===== config.mk =====
export PLATFORM = sky130hd
export DESIGN_NAME = inst_fetch_unit
export DESIGN_NICKNAME = d
export VERILOG_FILES = /design/src/rtl/inst_fetch_unit.sv
export SDC_FILE = /design/constraint.sdc
export NUM_CORES = 1
export LEC_CHECK = 0
export ABC_CLOCK_PERIOD_IN_PS = 3700
export CAP_MARGIN = 30
export CORE_ASPECT_RATIO = 2
export CORE_UTILIZATION = 40
export CTS_CLUSTER_DIAMETER = 80
export DETAILED_ROUTE_END_ITERATION = 10
export SKIP_CTS_REPAIR_TIMING = 1
export SYNTH_ARGS = -nofsm -noshare
export SYNTH_HDL_FRONTEND = slang
export SYNTH_SLANG_ARGS = --single-unit

===== constraint.sdc =====
create_clock -name clk_in -period 3.7 [get_ports clk_in]
set_input_delay 0.925 -clock clk_in [delete_from_list [all_inputs] [get_ports clk_in]]
set_output_delay 0.925 -clock clk_in [all_outputs]
set_load 0.01 [all_outputs]

===== src/rtl/inst_fetch_unit.sv =====
// Instruction fetch unit: PC, icache request, redirects and a decoupling fetch FIFO toward decode.
// Optional performance counters are enabled by defining IFU_PERF_CNT_EN.
module inst_fetch_unit #(
  parameter logic [31:0] RESET_PC  = 32'h0,
  parameter int          BUF_DEPTH = 4,
  parameter int          BUF_AW    = 2
) (
  input  logic        clk_in,
  input  logic        rst_in,
  input  logic        rdy_in,
  output logic [31:0] fetch_addr,
  output logic        fetch_req,
  input  logic        inst_available,
  input  logic [31:0] inst,
  input  logic        branch,
  input  logic [31:0] branch_addr,
  input  logic        predict_fail,
  input  logic [31:0] fail_addr,
  input  logic        jalr_compute,
  input  logic [31:0] jalr_addr,
`ifdef IFU_PERF_CNT_EN
  output logic [31:0] perf_fetched,
  output logic [31:0] perf_flush,
  output logic [31:0] perf_stall,
`endif
  output logic        out_valid,
  input  logic        out_ready,
  output logic [31:0] out_inst,
  output logic [31:0] out_pc,
  output logic        out_pred
);

  localparam logic [6:0]      OPC_JAL   = 7'b1101111;
  localparam logic [6:0]      OPC_JALR  = 7'b1100111;
  localparam logic [BUF_AW:0] DEPTH_CNT = (BUF_AW + 1)'(BUF_DEPTH);

  typedef enum logic {
    S_FETCH,
    S_WAIT_JALR
  } state_e;

  state_e              state_q, state_d;
  logic [31:0]         pc_q, pc_d;
  logic [BUF_AW-1:0]   head_q, head_d, tail_q, tail_d;
  logic [BUF_AW:0]     count_q, count_d;

  logic [31:0]         buf_pc_q   [BUF_DEPTH];
  logic [31:0]         buf_inst_q [BUF_DEPTH];
  logic                buf_pred_q [BUF_DEPTH];

  logic                full;
  logic                accept;
  logic                push_en;
  logic                pop_en;
  logic [31:0]         jal_imm;

  assign full       = (count_q == DEPTH_CNT);
  assign fetch_addr = pc_q;
  assign fetch_req  = !rst_in && (state_q == S_FETCH) && !full;
  assign accept     = fetch_req && inst_available;

  assign out_valid  = !rst_in && (count_q != '0);
  assign out_inst   = buf_inst_q[head_q];
  assign out_pc     = buf_pc_q[head_q];
  assign out_pred   = buf_pred_q[head_q];

  // A pause or a flush suppresses both FIFO ports for the cycle.
  assign push_en = rdy_in && !predict_fail && accept;
  assign pop_en  = rdy_in && !predict_fail && out_valid && out_ready;

  assign jal_imm = {{11{inst[31]}}, inst[31], inst[19:12], inst[20], inst[30:21], 1'b0};

  always_comb begin
    // NOTE: every next-state signal gets a hold default first so no path leaves it unassigned (no latch).
    state_d = state_q;
    pc_d    = pc_q;
    head_d  = head_q;
    tail_d  = tail_q;
    count_d = count_q;

    if (rdy_in) begin
      if (predict_fail) begin
        pc_d    = fail_addr;
        state_d = S_FETCH;
        head_d  = '0;
        tail_d  = '0;
        count_d = '0;
      end else begin
        if (push_en) tail_d = tail_q + 1'b1;
        if (pop_en)  head_d = head_q + 1'b1;
        count_d = count_q + {{BUF_AW{1'b0}}, push_en} - {{BUF_AW{1'b0}}, pop_en};

        unique case (state_q)
          S_FETCH: begin
            if (accept) begin
              if (inst[6:0] == OPC_JALR) begin
                state_d = S_WAIT_JALR;
              end else if (branch) begin
                pc_d = branch_addr;
              end else if (inst[6:0] == OPC_JAL) begin
                pc_d = pc_q + jal_imm;
              end else begin
                pc_d = pc_q + 32'd4;
              end
            end
          end
          S_WAIT_JALR: begin
            if (jalr_compute) begin
              pc_d    = jalr_addr;
              state_d = S_FETCH;
            end
          end
          default: state_d = S_FETCH;
        endcase
      end
    end
  end

  // NOTE: sequential state uses non-blocking assignments so all registers update from pre-edge values.
  always_ff @(posedge clk_in) begin
    if (rst_in) begin
      state_q <= S_FETCH;
      pc_q    <= RESET_PC;
      head_q  <= '0;
      tail_q  <= '0;
      count_q <= '0;
    end else begin
      state_q <= state_d;
      pc_q    <= pc_d;
      head_q  <= head_d;
      tail_q  <= tail_d;
      count_q <= count_d;
    end
  end

  // NOTE: FIFO storage is not reset; count_q alone decides which entries are meaningful.
  always_ff @(posedge clk_in) begin
    if (push_en) begin
      buf_pc_q[tail_q]   <= pc_q;
      buf_inst_q[tail_q] <= inst;
      buf_pred_q[tail_q] <= branch;
    end
  end

`ifdef IFU_PERF_CNT_EN
  logic [31:0] perf_fetched_q, perf_flush_q, perf_stall_q;
  logic        stall_cond;

  // A fetch stall is either waiting on a JALR target or being unable to fetch because the FIFO is full.
  assign stall_cond = (state_q == S_WAIT_JALR) || ((state_q == S_FETCH) && full);

  always_ff @(posedge clk_in) begin
    if (rst_in) begin
      perf_fetched_q <= '0;
      perf_flush_q   <= '0;
      perf_stall_q   <= '0;
    end else if (rdy_in) begin
      if (push_en)      perf_fetched_q <= perf_fetched_q + 32'd1;
      if (predict_fail) perf_flush_q   <= perf_flush_q + 32'd1;
      if (stall_cond)   perf_stall_q   <= perf_stall_q + 32'd1;
    end
  end

  assign perf_fetched = perf_fetched_q;
  assign perf_flush   = perf_flush_q;
  assign perf_stall   = perf_stall_q;
`endif

endmodule


==> flow_metrics.tcl <==
set metrics [dict create \
    min_to "count_q[2]" \
    h-tree-depth 1 \
    min_path_cells 2 \
    r2r_start "fetch_addr[9]" \
    syn-num-nets 1235 \
    synthCells 1060 \
    antenna_found_initial 0 \
    cp-end-kind "output port" \
    rows 98 \
    cp_data_arrival_time_ns 2.50 \
    vdd_drop_max_v 0.000308 \
    synthTopCellsByArea "edfxtp_1 (54%), mux4_2 (10%), dfxtp_1 (5.8%)" \
    power_density_nw_per_um2 385 \
    initial_core_util_pct 40.7 \
    grt_use_total_pct 24.9 \
    reg2reg_slack_ns 0.60 \
    ys_ff_latch 302 \
    hp-start "count_q[2]" \
    ys_top_cells_by_count "edfxtp_1 (260), nand2_1 (72), nor2_1 (72)" \
    wl_per_cell_um 24.4 \
    fin_skew_ns 0.0110 \
    r2r_end "fetch_addr[26]" \
    worstSetupPathType "flop to output port" \
    path_max_fanout 17 \
    io_pins 235 \
    p_leak_nw 6.61 \
    drtIter0Drc 659 \
    synth.most_common_cell "edfxtp_1" \
    cap_violations 0 \
    synth_compound_area_share_pct 12.5 \
    grt_pass1_wl_um 67900 \
    synth_xor_area_share_pct 2.58 \
    cts_sinks 302 \
    max_freq_ghz 0.292 \
    synth_edf_count 260 \
    synth_top_area_share_pct 53.6 \
    async_reset_ff_share_pct 0 \
    antenna_cells 0 \
    grt_pass1_vias 11200 \
    final-seq-area_sq_um 8660 \
    final_antenna_net_count 0 \
    gp_congestion 0.957 \
    clk_latency_ns 0.55 \
    synth_top_family_by_area "compound AO/OA/AOI/OAI gates" \
    numPortBuffers 234 \
    relSlewSlack_pct 44.6 \
    ys.flop_type "edfxtp_1" \
    synth_fa_ha_area_share_pct 3.45 \
    yosysTopAreaCell "edfxtp_1" \
    routed_wl_um 45300 \
    syn2layout_area_growth_pct 31.7 \
    critPathLaunchType "flop" \
    cts_tree "built" \
    setup_viol 0 \
    clk_pin_slew_worst_paths_ns 0.06 \
    setup_tns_ns 0 \
    hold_viol_final 0 \
    clockBufferDepth 3 \
    yosysSeqAreaShare_pct 59.4 \
    synth.avg_cell_area_sq_um 13.7 \
    synthSimpleGateAreaFrac_pct 9.25 \
    synthMuxAreaShare_pct 10.6 \
    n_fill_cell 3101 \
    dr.pass1.iters 6 \
    fp.coreArea_sq_um 35800 \
    cp_data_required_time_ns 2.77 \
    nets 1567 \
    dieWidth_um 137 \
    die_y_um 272 \
    cts_root_buf "clkbuf_16" \
    drcViolationCount 0 \
    drive_gt1_share_pct 18.1 \
    whs_ns 0.479 \
    dieArea_sq_um 37200 \
    via_per_inst 5.80 \
    yosys_warnings 0 \
    rsz0062_at_grt "false" \
    worst_pin_slew_ns 0.828 \
    synthesis.area_sq_um 14600 \
    status "finished, final reports clean" \
    r2r_cells 10 \
    cts_buffers 27 \
    timing.final.crit_share_pct 92.6 \
    vias 10800 \
    multi_input_area_sq_um 5620 \
    grt_overflow 0 \
    period_needed_ns 3.43 \
    finalMaxSlewViolations 0 \
    hold_class "flop to flop" \
    synthDistinctLibCells 82 \
    grt_max_degree 50 \
    dp_hpwl_um 33900 \
]
==> through the flow <==
stage                     area (sq um)  std cells  power, W  utilization (%)  worst slack, ns
after global routing             19200       1858   0.00761             53.6            0.171
after global placement           18400       1813   0.00487             51.4           -0.140
after detailed placement         18400       1813   0.00488             51.4           -0.146
final                            19200       1858   0.00738             53.6            0.273
after CTS                        19200       1858   0.00743             53.6            0.207
after floorplan                  14600       1060   0.00430                -            0.191
==> registers in the layout (all words and copies together), names as in the netlist, named ones only <==
register	cells
buf_pc_q	128
buf_pred_q	4
tail_q	2
state_q	1
head_q	2
count_q	3
fetch_addr	32
buf_inst_q	128
==> area by class of cell <==
| cell class | instances | area share [%] |
|---|---|---|
| Timing Repair Buffer | 358 | 18.1 |
| Sequential cell | 302 | 45.1 |
| Tap cell | 450 | 2.94 |
| Multi-Input combinational cell | 676 | 29.3 |
| Clock buffer | 33 | 3.69 |
| Inverter | 27 | 0.528 |
| Clock inverter | 12 | 0.346 |
==> worst max-delay path: stages (launching register included) <==
cell	delay (ns)
dfxtp_4	0.58
buf_4	0.28
mux4_2	0.57
clkdlybuf4s50_1	0.51
==> logic make-up after synthesis <==
kind of cell	count (synthesis)
AND/OR/NAND/NOR	261
flip-flops	302
adder cells (fa/ha/maj)	39
buffers and inverters	82
AO/OA/AOI/OAI	260
multiplexers	73
XOR/XNOR	43
==> placed cells by master (no fill, tap or decap), types with 8 or more instances in the layout <==
| cell | synthesis | final |
|---|---|---|
| nor2_1 | 72 | 72 |
| nand4_1 | 13 | 13 |
| and3_1 | 13 | 9 |
| a211oi_1 | 10 | 10 |
| xor2_1 | 20 | 20 |
| o211ai_1 | 16 | 16 |
| a221o_1 | 11 | 11 |
| a311oi_1 | 10 | 10 |
| a22oi_1 | 8 | 8 |
| nor3_1 | 16 | 16 |
| a31oi_1 | 10 | 10 |
| o21ai_0 | 44 | 44 |
| buf_12 | 0 | 16 |
| edfxtp_1 | 260 | 260 |
| and4_1 | 8 | 8 |
| o21a_1 | 8 | 8 |
| buf_4 | 2 | 108 |
| mux4_2 | 65 | 65 |
| a221oi_1 | 10 | 10 |
| nand3_1 | 26 | 26 |
| nand2_1 | 72 | 72 |
| a21oi_1 | 64 | 64 |
| xnor2_1 | 23 | 23 |
| clkdlybuf4s50_1 | 0 | 233 |
| inv_1 | 24 | 24 |
| ha_1 | 37 | 37 |
| dfxtp_1 | 42 | 40 |
| clkbuf_16 | 0 | 27 |
==> worst max path at each step <==
stage | start | to | slack [ns] | depth (start not counted)
2_1_floorplan | rst_in | buf_inst_q[0][0] | 0.19 | 2
3_3_place_gp | inst[29] | fetch_addr[26] | -0.14 | 11
3_5_place_dp | inst[22] | fetch_addr[24] | -0.15 | 12
4_1_cts | flop | out_pc[11] | 0.21 | 3
5_1_grt | flop | out_pc[11] | 0.17 | 3
6_report | flop | out_pc[11] | 0.27 | 3
==> power by group <==
part	total [W]	leakage, nW	internal, W	switching, W
clock	0.00256	0.372	0.00135	0.00121
combinational	0.00101	3.47	0.000487	0.000525
sequential	0.00380	2.76	0.00374	0.0000607
==> routing by layer <==
metal	up-vias	track usage (%)	share of wire [%]
met1	5385	27.5	36
met5	-	0	0
met3	108	2.16	4.0
li1	4901	-	-
met2	377	46.8	55
met4	0	12.0	5.1
(Power assumes the default switching activity.)
